<file path="src/rtl/display_pkg.sv">
// Shared constants and types for the two-digit 7-segment scan path:
// scan states, digit decode table and slot sizing.
package display_pkg;

  localparam int DUTY_W     = 7;
  localparam int SLOT_TICKS = 128;

  typedef enum logic [2:0] {
    S_IDLE  = 3'd0,
    S_DIG1  = 3'd1,
    S_GAP1  = 3'd2,
    S_DIG10 = 3'd3,
    S_GAP10 = 3'd4
  } state_e;

  // Plain-vector aliases of the scan states for the FSM register.
  localparam logic [2:0] ST_IDLE  = S_IDLE;
  localparam logic [2:0] ST_DIG1  = S_DIG1;
  localparam logic [2:0] ST_GAP1  = S_GAP1;
  localparam logic [2:0] ST_DIG10 = S_DIG10;
  localparam logic [2:0] ST_GAP10 = S_GAP10;

  // Segment patterns ordered {g,f,e,d,c,b,a}.
  localparam logic [6:0] SEG_LUT [0:9] = '{
    7'h3F, 7'h06, 7'h5B, 7'h4F, 7'h66,
    7'h6D, 7'h7D, 7'h07, 7'h7F, 7'h6F
  };

endpackage

</file>
<file path="src/rtl/seg7_decode.sv">
// BCD digit to {dp,g,f,e,d,c,b,a} active-high segment pattern.
// Non-decimal codes and an asserted blank input both give all segments off.
module seg7_decode
  import display_pkg::*;
(
  input  logic [3:0] digit_i,
  input  logic       blank_i,
  output logic [7:0] seg_o
);

  always_comb begin
    seg_o = 8'h00;
    if (!blank_i && (digit_i < 4'd10)) begin
      seg_o = {1'b0, SEG_LUT[digit_i]};
    end
  end

endmodule

</file>
<file path="src/rtl/display_scan_ctrl.sv">
// Two-digit 7-segment scan controller: digit time-multiplexing, PWM brightness
// with a frame-synchronous duty shadow, inter-digit blanking and pin polarity.
module display_scan_ctrl
  import display_pkg::*;
#(
  parameter int PRESCALE    = 16,
  parameter int BLANK_TICKS = 4
) (
  input  logic       clk,
  input  logic       rst,
  input  logic       display_en,
  input  logic [3:0] digit1,
  input  logic [3:0] digit10,
  input  logic       lz_blank,
  input  logic [6:0] duty_wdata,
  input  logic       duty_we,
  input  logic       seg_pol,
  input  logic       com_pol,
  output logic [7:0] seg_out,
  output logic       com1_out,
  output logic       com10_out,
  output logic [1:0] com_oe,
  output logic       frame_tick,
  output logic [2:0] dbg_state
);

  localparam int             PW        = (PRESCALE > 2) ? $clog2(PRESCALE) : 1;
  localparam logic [PW-1:0]  PRE_LAST  = PW'(PRESCALE - 1);
  localparam logic [6:0]     SLOT_LAST = 7'(SLOT_TICKS - 1);
  localparam logic [6:0]     GAP_LAST  = 7'(BLANK_TICKS - 1);

  logic [PW-1:0] presc_q, presc_d;
  logic [2:0]    state_q, state_d;
  logic [6:0]    slot_q, slot_d;
  logic [6:0]    pend_q, pend_d;
  logic [6:0]    shadow_q, shadow_d;
  logic [3:0]    digit_q, digit_d;
  logic          blank_q, blank_d;
  logic          frame_d;

  logic [7:0]    seg_q, seg_d;
  logic          com1_q, com1_d;
  logic          com10_q, com10_d;
  logic [1:0]    oe_q, oe_d;
  logic          frame_q;

  logic          tick;
  logic          in_dig;
  logic          lit;
  logic [7:0]    dec_seg;
  logic [7:0]    seg_lit;

  assign tick = (presc_q == PRE_LAST);

  seg7_decode u_dec (
    .digit_i (digit_q),
    .blank_i (blank_q),
    .seg_o   (dec_seg)
  );

  always_comb begin
    presc_d  = tick ? '0 : presc_q + 1'b1;
    state_d  = state_q;
    slot_d   = slot_q;
    shadow_d = shadow_q;
    digit_d  = digit_q;
    blank_d  = blank_q;
    frame_d  = 1'b0;
    // duty_we is a single-cycle strobe with no back-pressure: every strobe
    // overwrites the pending value, which only reaches the PWM at frame start.
    pend_d   = duty_we ? duty_wdata : pend_q;

    if (!display_en) begin
      state_d = ST_IDLE;
      slot_d  = '0;
    end else if (tick) begin
      case (state_q)
        ST_IDLE: begin
          state_d  = ST_DIG1;
          slot_d   = '0;
          shadow_d = pend_q;
          digit_d  = digit1;
          blank_d  = 1'b0;
        end
        ST_DIG1: begin
          if (slot_q == SLOT_LAST) begin
            state_d = ST_GAP1;
            slot_d  = '0;
          end else begin
            slot_d = slot_q + 7'd1;
          end
        end
        ST_GAP1: begin
          if (slot_q == GAP_LAST) begin
            state_d = ST_DIG10;
            slot_d  = '0;
            digit_d = digit10;
            blank_d = lz_blank && (digit10 == 4'd0);
          end else begin
            slot_d = slot_q + 7'd1;
          end
        end
        ST_DIG10: begin
          if (slot_q == SLOT_LAST) begin
            state_d = ST_GAP10;
            slot_d  = '0;
          end else begin
            slot_d = slot_q + 7'd1;
          end
        end
        ST_GAP10: begin
          if (slot_q == GAP_LAST) begin
            state_d  = ST_DIG1;
            slot_d   = '0;
            shadow_d = pend_q;
            digit_d  = digit1;
            blank_d  = 1'b0;
            frame_d  = 1'b1;
          end else begin
            slot_d = slot_q + 7'd1;
          end
        end
        default: begin
          state_d = ST_IDLE;
          slot_d  = '0;
        end
      endcase
    end
  end

  // Pin outputs use display_en directly so a disable blanks the pins in the
  // same edge that sends the FSM to IDLE.
  always_comb begin
    in_dig  = display_en && ((state_q == ST_DIG1) || (state_q == ST_DIG10));
    lit     = in_dig && (slot_q < shadow_q);
    seg_lit = lit ? dec_seg : 8'h00;
    seg_d   = seg_pol ? seg_lit : ~seg_lit;
    com1_d  = (display_en && (state_q == ST_DIG1))  ? com_pol : ~com_pol;
    com10_d = (display_en && (state_q == ST_DIG10)) ? com_pol : ~com_pol;
    oe_d    = (display_en && (state_q != ST_IDLE)) ? 2'b11 : 2'b00;
  end

  always_ff @(posedge clk or posedge rst) begin
    if (rst) begin
      presc_q  <= '0;
      state_q  <= ST_IDLE;
      slot_q   <= '0;
      pend_q   <= '0;
      shadow_q <= '0;
      digit_q  <= '0;
      blank_q  <= 1'b0;
      seg_q    <= 8'h00;
      com1_q   <= 1'b0;
      com10_q  <= 1'b0;
      oe_q     <= 2'b00;
      frame_q  <= 1'b0;
    end else begin
      presc_q  <= presc_d;
      state_q  <= state_d;
      slot_q   <= slot_d;
      pend_q   <= pend_d;
      shadow_q <= shadow_d;
      digit_q  <= digit_d;
      blank_q  <= blank_d;
      seg_q    <= seg_d;
      com1_q   <= com1_d;
      com10_q  <= com10_d;
      oe_q     <= oe_d;
      frame_q  <= frame_d;
    end
  end

  assign seg_out    = seg_q;
  assign com1_out   = com1_q;
  assign com10_out  = com10_q;
  assign com_oe     = oe_q;
  assign frame_tick = frame_q;
  assign dbg_state  = state_q;

endmodule

</file>
<file path="config.mk">
export PLATFORM = sky130hd
export DESIGN_NAME = display_scan_ctrl
export DESIGN_NICKNAME = d
export VERILOG_FILES = /design/src/rtl/display_pkg.sv /design/src/rtl/seg7_decode.sv /design/src/rtl/display_scan_ctrl.sv
export SDC_FILE = /design/constraint.sdc
export NUM_CORES = 1
export LEC_CHECK = 0
export BUFFER_PORTS_ARGS = -buffer_cell sky130_fd_sc_hd__buf_2
export CORE_MARGIN = 1
export CORE_UTILIZATION = 51
export DETAILED_ROUTE_END_ITERATION = 7
export PLACE_DENSITY = 0.76
export SLEW_MARGIN = 20
export SYNTH_ARGS = -nofsm -noshare
export SYNTH_HDL_FRONTEND = slang
export SYNTH_SLANG_ARGS = --single-unit
</file>
<file path="constraint.sdc">
create_clock -name clk -period 1.83 [get_ports clk]
set_input_delay 0.366 -clock clk [delete_from_list [all_inputs] [get_ports clk]]
set_output_delay 0.366 -clock clk [all_outputs]
set_load 0.05 [all_outputs]
</file>
==> key figures <==
Status
  – Status: complete, no violations

Timing
  – Fin. Hold Viols: 0
  – Fin. max-slew vios: 0
  – RSZ-0062 raised after global routing: yes
  – WHS: about 0.09 ns
  – Setup TNS Final: 0 ns
  – Tcrit/Tclk final: 96.4%
  – # setup viols final: 0
  – Fin Clk Skew: between 0.006 and 0.007 ns
  – Min Tclk post-route: between 1.5 and 2 ns
  – Worst-margin pin slew: about 0.39 ns
  – Slew Limit Headroom: around 74%
  – Final WS setup: 0.0652 ns
  – F_max: 0.567 GHz

Synth
  – Seq/Total Area, Yosys: 46.2%
  – Cells after Synth: around 220
  – Post-synth EDFFs: 0
  – Area share of fa/ha/maj cells after synthesis: 6.67%
  – Multiplexer share of the synthesized area: roughly a tenth
  – Post-synthesis compound-gate area fraction: 12.4%
  – Synth Flop Type: dfrtp_1
  – Synth unique cells: 45
  – Synth Register Bits: 45
  – Syn avg cell area: approximately 11 um2
  – Syn Std Cell Area: about 0.0024 mm2
  – Area share of the largest cell type after synthesis: ~46%
  – Xor and xnor area share after synthesis: between 4 and 5%
  – Area contributors post-synth: dfrtp_1 (46%), mux2_2 (7.4%), ha_1 (6.7%)
  – Synth warn: 0
  – Simple logic cell fraction of the synthesized area: roughly 15%
  – Combinational family with the most area after synthesis: simple AND/OR/NAND/NOR gates
  – Async SR Flop Fraction: 100%
  – Cell taking the most area after synthesis: dfrtp_1
  – Syn_nets: around 250

Critical path
  – Crit-path cells: ha_1 -> a21oi_2 -> a21oi_4 -> a2111oi_4 -> xnor2_1
  – WP data required: ~2.1 ns
  – Crit end category: flip-flop
  – Crit path arrival time: just under 2 ns
  – RR Startpoint: slot_q[2]
  – Kind of critical path: reg -> reg
  – Delay-heaviest family, CP: compound AO/OA/AOI/OAI gates
  – CP peak stage delay: 0.45 ns
  – Worst-path fanout max: 7
  – Crit start category: flip-flop
  – Slowest-stage cell, CP: dfrtp_1
  – Worst Setup SP: slot_q[2]
  – Worst R2R Path Depth: 5
  – R2r endpoint: seg_out[4]
  – FF-to-FF setup slack: roughly 0.065 ns
  – Bufs and invs on worst path: 0

Power
  – Switching power: around 0.6 mW
  – Final Total Pwr: 2.07 mW
  – Reg power frac: 53.7%
  – Sw frac: between 20 and 30%
  – Power per cell area: 703 mW/mm2
  – VDD IR-drop max: 0.491 mV
  – Leakage: ~1.3 nW
  – Clock share of power: 29.0%
  – Int Power: 1.46 mW
  – Combinational share of power: between 10% and 20%

Global routing
  – Vias in the first global route: around 1.7k
  – Gr usage total: 20.8%
  – Grt ovf: 0
  – Initial antenna violation count: 0
  – First-pass GRT wire length: between 7000 and 8000 um
  – Largest net degree at the start of global routing: 46

Clock tree
  – Clock slew at reported path FFs: about 0.08 ns
  – Clock tree buffer depth: 2
  – TritonCTS clock tree: done
  – Post-CTS Setup Bufs: 0
  – Root buffer cell: clkbuf_8
  – CTS buffer count: 5
  – Clk sinks: 45
  – Skew-Pair Late Insertion Delay: 0.30 ns
  – # H-tree levels: 2

Layout
  – Design Area, Final: roughly 0.003 mm2
  – NumNets Final: roughly 300
  – Layout Area Growth over Synthesis: 20.5%
  – Layout cells sized above 1: 37.7%
  – Register area: around 0.0011 mm2
  – Multi-input logic area: 0.00130 mm2
  – Fillers: approximately 370
  – Diodes inserted: 0

Detailed routing
  – Wirelength per Cell: 15.1 um
  – Iter 0 DRT Violations: roughly 160
  – DRC viols: 0
  – TritonRoute pass-1 iters: 4
  – Final wirelength: roughly 4800 um
  – Via count: approximately 1.8k
  – Vias per cell: approximately 5.5
  – Antenna Nets Post-Route: 0

Die
  – Initial core utilization: ~55%
  – Die height: around 71 um
  – Core box area: approximately 0.0045 mm2
  – Row cnt: 24
  – Die Wd: 71.2 um
  – Die ar.: roughly 0.0051 mm2
  – # IOs: 38

Placed design
  – HPWL Detailed: 3420 um
  – Pre-CTS setup slack: -0.0586 ns
  – Instance area at placement: 0.00276 mm2
  – Routability cong.: around 0.80
  – PortBufs: 37

Min path
  – Worst hold path class: in -> async

Flow run
  – Max-cap violations: 0
==> registers in the layout, summed over array words and instances, names as in the netlist, 3 cells and up <==
name	flops
digit_q	4
dbg_state	3
presc_q	4
shadow_q	7
pend_q	7
seg_out	8
slot_q	7
==> cell usage after synthesis, types with 2 or more instances <==
| library cell | number |
|---|---|
| a21oi_1 | 8 |
| mux2i_1 | 8 |
| nor2b_1 | 3 |
| nor3b_1 | 2 |
| xor2_1 | 2 |
| nand4_1 | 3 |
| o21ai_0 | 4 |
| inv_1 | 15 |
| nand2b_1 | 3 |
| and3_1 | 3 |
| xnor2_1 | 11 |
| a2111oi_4 | 2 |
| clkbuf_1 | 6 |
| and2_1 | 3 |
| dfrtp_1 | 45 |
| nand2_1 | 15 |
| a211o_1 | 2 |
| buf_2 | 2 |
| nor3_1 | 11 |
| nor2_1 | 13 |
| nand3_1 | 6 |
| mux2_2 | 16 |
| ha_1 | 13 |
| a21o_1 | 2 |
==> worst max path at each step <==
stage,cells after the start,endpoint
2_1_floorplan,6,digit_q[2]
3_3_place_gp,5,seg_out[1]
3_5_place_dp,5,seg_out[1]
4_1_cts,6,dbg_state[1]
5_1_grt,6,blank_q
6_report,5,seg_out[4]
==> worst reg2reg max path, stage by stage, from the launching register on <==
cell and delay [ns]:
dfrtp_1 0.45, ha_1 0.35, a21oi_2 0.24, a21oi_4 0.14, a2111oi_4 0.35, xnor2_1 0.16
==> cells in the final DEF (no fill, tap or decap), types with 2 or more instances in the layout <==
cell | netlist | final
buf_2 | 2 | 37
nor2b_1 | 3 | 2
nor2_1 | 13 | 12
xnor2_1 | 11 | 11
a211o_1 | 2 | 2
mux2_2 | 16 | 16
nand2_1 | 15 | 15
a21o_1 | 2 | 2
nand3_1 | 6 | 5
dfrtp_1 | 45 | 41
nor3b_1 | 2 | 2
dfrtp_2 | 0 | 4
nand4_1 | 3 | 3
buf_4 | 1 | 12
ha_1 | 13 | 11
clkbuf_8 | 0 | 5
nand3_2 | 1 | 2
a2111oi_4 | 2 | 2
nor3_2 | 0 | 2
o21ai_0 | 4 | 4
a21oi_1 | 8 | 6
nor3_1 | 11 | 9
nand2b_1 | 3 | 3
clkbuf_1 | 6 | 2
mux2i_1 | 8 | 8
ha_4 | 0 | 2
and3_1 | 3 | 3
inv_1 | 15 | 13
and2_1 | 3 | 2
xor2_1 | 2 | 2
==> stage by stage <==
stage	instances	util, %
2_1_floorplan	219	-
3_3_place_gp	312	61.7
3_5_place_dp	312	61.7
4_1_cts	320	64.4
5_1_grt	320	65.7
6_report	320	65.7
==> repair_timing <==
item                       4_1_cts  5_1_grt
setup endpoints to repair       11       26
resized for setup                7       12
hold buffers                     0        0
pin swaps                        2        6
==> kinds of logic after synthesis <==
kind of cell,Yosys count
DFF,45
muxes,24
and+or+nand+nor,68
AOI/OAI and AO/OA,31
adders and majority gates,13
xor gates and xnor gates,13
buffers and inverters,25
==> area by class of cell <==
| type | instances | area share, % |
|---|---|---|
| repair buffers | 51 | 10.4 |
| inverters | 15 | 1.91 |
| flip-flops and latches | 45 | 38.5 |
| well taps | 52 | 2.21 |
| clock inverters | 1 | 0.255 |
| clock buffers | 7 | 2.60 |
| multi-input cells | 149 | 44.1 |
==> power groups by stage <==
stage               clock [mW]  sequential [mW]  combinational, mW
floorplan                    0             1.19              0.181
global placement             0             1.12              0.335
detailed placement           0             1.13              0.344
CTS                      0.622             1.11              0.353
global route             0.656             1.12              0.387
finish                   0.599             1.11              0.357
==> per-layer routing <==
metal / track usage [%] / wire length, um
met2: 33.5 / 2460
met4: 8.00 / 78
met3: 4.70 / 153
met1: 27.4 / 2160
met5: 0 / 0
No activity file was read; power rests on OpenSTA's default activity.
